File: config.mk
export PLATFORM = sky130hd
export DESIGN_NAME = lut_layer_scheduler
export DESIGN_NICKNAME = d
export VERILOG_FILES = /design/src/rtl/lut_layer_scheduler.sv
export SDC_FILE = /design/constraint.sdc
export NUM_CORES = 2
export LEC_CHECK = 0
export CAP_MARGIN = 0
export CORE_MARGIN = 3
export CORE_UTILIZATION = 40
export CTS_CLUSTER_SIZE = 20
export DETAILED_ROUTE_END_ITERATION = 10
export GPL_TIMING_DRIVEN = 1
export REMOVE_ABC_BUFFERS = 1
export SETUP_SLACK_MARGIN = 0.15
export SKIP_CTS_REPAIR_TIMING = 1
export SYNTH_ARGS = -nofsm -noshare
export SYNTH_HDL_FRONTEND = slang
export SYNTH_SLANG_ARGS = --single-unit
File: constraint.sdc
create_clock -name clk -period 6.4 [get_ports clk]
set_clock_uncertainty 0.05 [all_clocks]
set_input_delay 0.64 -clock clk [delete_from_list [all_inputs] [get_ports clk]]
set_output_delay 0.64 -clock clk [all_outputs]
set_load 0.1 [all_outputs]
File: src/rtl/lut_layer_scheduler.sv
// Time-multiplexed LogicNet layer: one shared 6-in/2-out LUT datapath evaluates
// every neuron of the layer in turn, with runtime-programmable tables and fan-in maps.
module lut_layer_scheduler #(
  parameter int IN_FEATURES = 16,
  parameter int N_NEURONS   = 8,
  parameter int FAN_IN      = 3,
  parameter int SW          = $clog2(IN_FEATURES),
  parameter int NW          = $clog2(N_NEURONS)
) (
  input  logic                       clk,
  input  logic                       rst_n,
  input  logic                       in_valid,
  output logic                       in_ready,
  input  logic [IN_FEATURES*2-1:0]   in_data,
  output logic                       out_valid,
  input  logic                       out_ready,
  output logic [N_NEURONS*2-1:0]     out_data,
  output logic                       cfg_ready,
  input  logic                       lut_we,
  input  logic [NW+2*FAN_IN-1:0]     lut_addr,
  input  logic [1:0]                 lut_data,
  input  logic                       map_we,
  input  logic [NW-1:0]              map_addr,
  input  logic [FAN_IN*SW-1:0]       map_data,
  output logic                       busy,
  output logic [1:0]                 dbg_state
);

  localparam int AW      = 2 * FAN_IN;
  localparam int ENTRIES = 2 ** AW;

  // Handshakes: a transfer happens on a rising edge where valid and ready are
  // both high; ready/valid outputs decode from the state register only.
  typedef enum logic [1:0] {
    S_IDLE = 2'd0,
    S_EVAL = 2'd1,
    S_OUT  = 2'd2
  } state_t;

  state_t                   state_q, state_d;
  logic [NW-1:0]            k_q, k_d;
  logic [IN_FEATURES*2-1:0] x_q, x_d;
  logic [N_NEURONS*2-1:0]   result_q, result_d;
  logic [N_NEURONS*2-1:0]   out_q, out_d;
  logic [1:0]               table_q [N_NEURONS][ENTRIES];
  logic [1:0]               table_d [N_NEURONS][ENTRIES];
  logic [FAN_IN*SW-1:0]     map_q [N_NEURONS];
  logic [FAN_IN*SW-1:0]     map_d [N_NEURONS];

  logic [NW-1:0]            lut_n;
  logic [AW-1:0]            lut_e;
  logic [AW-1:0]            lut_index;
  logic [1:0]               lut_value;

  // Out-of-range selects (non-power-of-two feature counts) read as zero.
  function automatic logic [1:0] feat(input logic [SW-1:0] s,
                                      input logic [IN_FEATURES*2-1:0] x);
    logic [1:0] r;
    r = '0;
    for (int f = 0; f < IN_FEATURES; f++) begin
      if (32'(s) == f) r = x[2*f +: 2];
    end
    return r;
  endfunction

  assign lut_n = lut_addr[NW+AW-1:AW];
  assign lut_e = lut_addr[AW-1:0];

  always_comb begin
    lut_index = '0;
    for (int j = 0; j < FAN_IN; j++) begin
      lut_index[2*j +: 2] = feat(map_q[k_q][SW*j +: SW], x_q);
    end
    lut_value = table_q[k_q][lut_index];
  end

  always_comb begin
    state_d  = state_q;
    k_d      = k_q;
    x_d      = x_q;
    result_d = result_q;
    out_d    = out_q;
    table_d  = table_q;
    map_d    = map_q;

    // Config only lands while idle; a same-cycle input accept sees the new values
    // because evaluation starts on the following cycle.
    if (state_q == S_IDLE) begin
      if (lut_we && (32'(lut_n) < N_NEURONS)) table_d[lut_n][lut_e] = lut_data;
      if (map_we && (32'(map_addr) < N_NEURONS)) map_d[map_addr] = map_data;
    end

    case (state_q)
      S_IDLE: begin
        if (in_valid) begin
          x_d     = in_data;
          k_d     = '0;
          state_d = S_EVAL;
        end
      end
      S_EVAL: begin
        for (int n = 0; n < N_NEURONS; n++) begin
          if (32'(k_q) == n) result_d[2*n +: 2] = lut_value;
        end
        if (32'(k_q) == N_NEURONS - 1) begin
          out_d   = result_d;
          state_d = S_OUT;
        end else begin
          k_d = k_q + 1'b1;
        end
      end
      S_OUT: begin
        if (out_ready) state_d = S_IDLE;
      end
      default: state_d = S_IDLE;
    endcase
  end

  always_ff @(posedge clk or negedge rst_n) begin
    if (!rst_n) begin
      state_q  <= S_IDLE;
      k_q      <= '0;
      x_q      <= '0;
      result_q <= '0;
      out_q    <= '0;
      table_q  <= '{default: '0};
      map_q    <= '{default: '0};
    end else begin
      state_q  <= state_d;
      k_q      <= k_d;
      x_q      <= x_d;
      result_q <= result_d;
      out_q    <= out_d;
      table_q  <= table_d;
      map_q    <= map_d;
    end
  end

  assign in_ready  = (state_q == S_IDLE);
  assign cfg_ready = (state_q == S_IDLE);
  assign out_valid = (state_q == S_OUT);
  assign busy      = (state_q != S_IDLE);
  assign out_data  = out_q;
  assign dbg_state = state_q;

endmodule

==> flow_metrics.tcl <==
set metrics [dict create \
    crit_arrival_ns 6.67 \
    finalMaxSlewViolations 0 \
    hpwlAfterDp_mm 107 \
    cts-root-buf "clkbuf_16" \
    cp.required_ns 7.06 \
    synthToLayoutAreaGrowth_pct 12.8 \
    rr_worst_depth 14 \
    gr-usage-met3_pct 5.11 \
    grt_max_degree 217 \
    grt_overflow 0 \
    ys_seq_area_share_pct 51.4 \
    hold_end "dbg_state[1]$_DFFE_PN0P_" \
    power_leakage_uw 0.0299 \
    place_inst 6083 \
    ir_drop_mv 0.492 \
    nets 4401 \
    grt_pass1_vias 38254 \
    start_util_pct 40.5 \
    setup_viol 0 \
    cts_inserted_buffers 135 \
    worstHoldPathType "primary input to register" \
    ys.flop_type "dfrtp_1" \
    min_from "out_ready" \
    setup_slack_ns 0.386 \
    routed_wirelength_mm 168 \
    worst_setup_path_start_kind "register" \
    ys_async_sr_fraction_pct 100 \
    fin_cells 6326 \
    dp_slack_ns 0.492 \
    ys_warn_count 0 \
    critPathCaptureType "register" \
    clkSlewWorstSetupHoldPaths_ns 0.06 \
    drc_errors 0 \
    rsz0062_at_grt "no" \
    synth.avg_cell_area_um2 13.3 \
    antenna_found_initial 9 \
    tritoncts "yes" \
    outcome "completed" \
    layout_commonest_cell "dfrtp_1" \
    reg2reg_from "k_q[0]$_DFFE_PN0P_" \
    num_io_pins 86 \
    hold_violations 0 \
    drt_iter0_drc 3363 \
    numPortBuffers 85 \
    fin_util_pct 45.8 \
    clock_latency_ns 0.78 \
    finalCritPeriodShare_pct 94.0 \
    ant_nets 0 \
    die_x_um 386 \
    regToRegEndpoint "out_data[14]$_DFFE_PN0P_" \
    fmax_mhz 166 \
    max-slew-margin-rel_pct 15.7 \
    final_layout_size_suffix_gt1_share_pct 40.7 \
    vias 37188 \
    path_class "register to register" \
    grt_pass1_wl_mm 255 \
    final_cell_mix "dfrtp_1, mux2_2, nand2_1" \
    fp.dieArea_um2 149000 \
    drv_cap 0 \
    syn_inst 4343 \
    track_usage_pct 22.8 \
    layout_min_cycle_time_ns 6.01 \
    gr-usage-met1_pct 31.8 \
    use_met2_pct 34.8 \
    clockBufferDepth 3 \
    p_per_area_nw_per_um2 432 \
    drtPass1Iterations 6 \
    synth-edff-count 0 \
    wl_per_cell_um 26.6 \
    worst_pin_slew_ns 1.26 \
    yosysUniqueCellTypes 85 \
    htree_levels 4 \
    vias_per_cell 5.88 \
    reg2reg_slack_ns 0.39 \
    nFillCells 12802 \
    grt_busiest_layer "met2" \
    gp_congestion 0.951 \
    hold_path_depth 2 \
    clkSinkCount 1187 \
    synth-seq-cells 1187 \
    core_area_um2 143000 \
    rows 138 \
    synth_area_um2 57800 \
    path_max_fanout 26 \
    die_h_um 386 \
]
-- per-stage QoR --
step	setup TNS (ns)	power (µW)	cell area (µm²)	hold slack [ns]
6_report	0	28200	65300	0.386
5_1_grt	0	29300	65300	0.366
3_5_place_dp	0	20100	60700	0.418
4_1_cts	0	28100	65200	-0.188
2_1_floorplan	-736.98	15300	56400	0.294
3_3_place_gp	0	19900	60700	0.409
-- metal layers --
layer	vias to the layer above	part of all wire, %
li1	15814	-
met1	19886	44
met2	1156	45
met3	328	6.8
met4	4	3.6
met5	-	0.018
-- synth_stat cells, types with 7 or more instances --
| master | instances | area, µm² |
|---|---|---|
| dfrtp_1 | 1187 | 29700 |
| mux2_2 | 1171 | 13200 |
| nand2_1 | 537 | 2020 |
| nor2_1 | 311 | 1170 |
| mux4_2 | 290 | 6530 |
| clkbuf_1 | 241 | 905 |
| mux2i_1 | 75 | 751 |
| buf_2 | 48 | 240 |
| a21oi_1 | 36 | 180 |
| nand3_1 | 36 | 180 |
| o21ai_0 | 35 | 175 |
| and3_1 | 27 | 169 |
| buf_1 | 26 | 97.6 |
| inv_1 | 20 | 75.1 |
| nor3_1 | 20 | 100 |
| a211oi_1 | 16 | 120 |
| nand4_1 | 14 | 87.6 |
| o211ai_1 | 14 | 105 |
| a2111oi_0 | 13 | 114 |
| a31oi_1 | 13 | 81.3 |
| nor2b_1 | 12 | 75.1 |
| o31ai_1 | 12 | 90.1 |
| a21boi_0 | 10 | 75.1 |
| a21o_1 | 10 | 75.1 |
| and2_1 | 9 | 56.3 |
| nor4_1 | 9 | 56.3 |
| buf_6 | 8 | 90.1 |
| nand2b_1 | 7 | 43.8 |
| o211a_1 | 7 | 70.1 |
-- flip-flops by register name (all words and copies together) (netlist names) --
signal     cells
k_q            3
x_q           32
out_data      16
dbg_state      2
result_q      14
map_q         96
table_q     1024
-- cells by family after synthesis --
logic type | share of synthesized area (%)
mux | 35.5
compound gates | 3.15
buf+inv | 2.53
flops | 51.4
simple gates | 7.34
fa+ha+maj | 0.130
-- layout make-up --
type | instances | area [µm²] | share of cell area (%)
inverters | 20 | 76.3 | 0.117
repair buffers | 181 | 1760 | 2.70
multi-input cells | 2806 | 26800 | 41.0
clock buffers | 210 | 4120 | 6.32
clock inverters | 30 | 447 | 0.684
well taps | 1890 | 2360 | 3.62
diodes | 2 | 5.00 | 0.00767
flip-flops and latches | 1187 | 29700 | 45.5
-- critical path, stage by stage, from the launching register on --
cell and delay (ns):
dfrtp_4 0.76, mux2i_1 0.28, mux4_2 0.56, mux2_2 0.40, a311o_1 0.37, o32ai_1 0.58, nor2_4 0.17, buf_4 0.30
mux2i_1 0.17, a2111oi_0 0.53, nor4_1 0.15, a2111oi_2 0.60, buf_4 0.21, a21o_1 0.49, mux2_2 0.26
-- worst max path at each step --
stage | slack (ns) | start | depth (start not counted) | endpoint
floorplan | -9.03 | k_q[0]$_DFFE_PN0P_ | 11 | out_data[14]$_DFFE_PN0P_
finish | 0.39 | k_q[0]$_DFFE_PN0P_ | 14 | out_data[14]$_DFFE_PN0P_
global placement | 0.60 | k_q[0]$_DFFE_PN0P_ | 14 | out_data[14]$_DFFE_PN0P_
CTS | 0.45 | k_q[0]$_DFFE_PN0P_ | 14 | out_data[14]$_DFFE_PN0P_
detailed placement | 0.49 | k_q[0]$_DFFE_PN0P_ | 14 | result_q[2]$_DFFE_PN0P_
global route | 0.16 | k_q[0]$_DFFE_PN0P_ | 14 | out_data[14]$_DFFE_PN0P_
-- where the power goes --
part,switching (µW),internal [µW],leakage [µW]
Sequential,510,8080,0.0163
Combinational,7480,4120,0.0113
Clock,3190,4790,0.00223
Note: power is estimated with default switching activity, not from simulation.
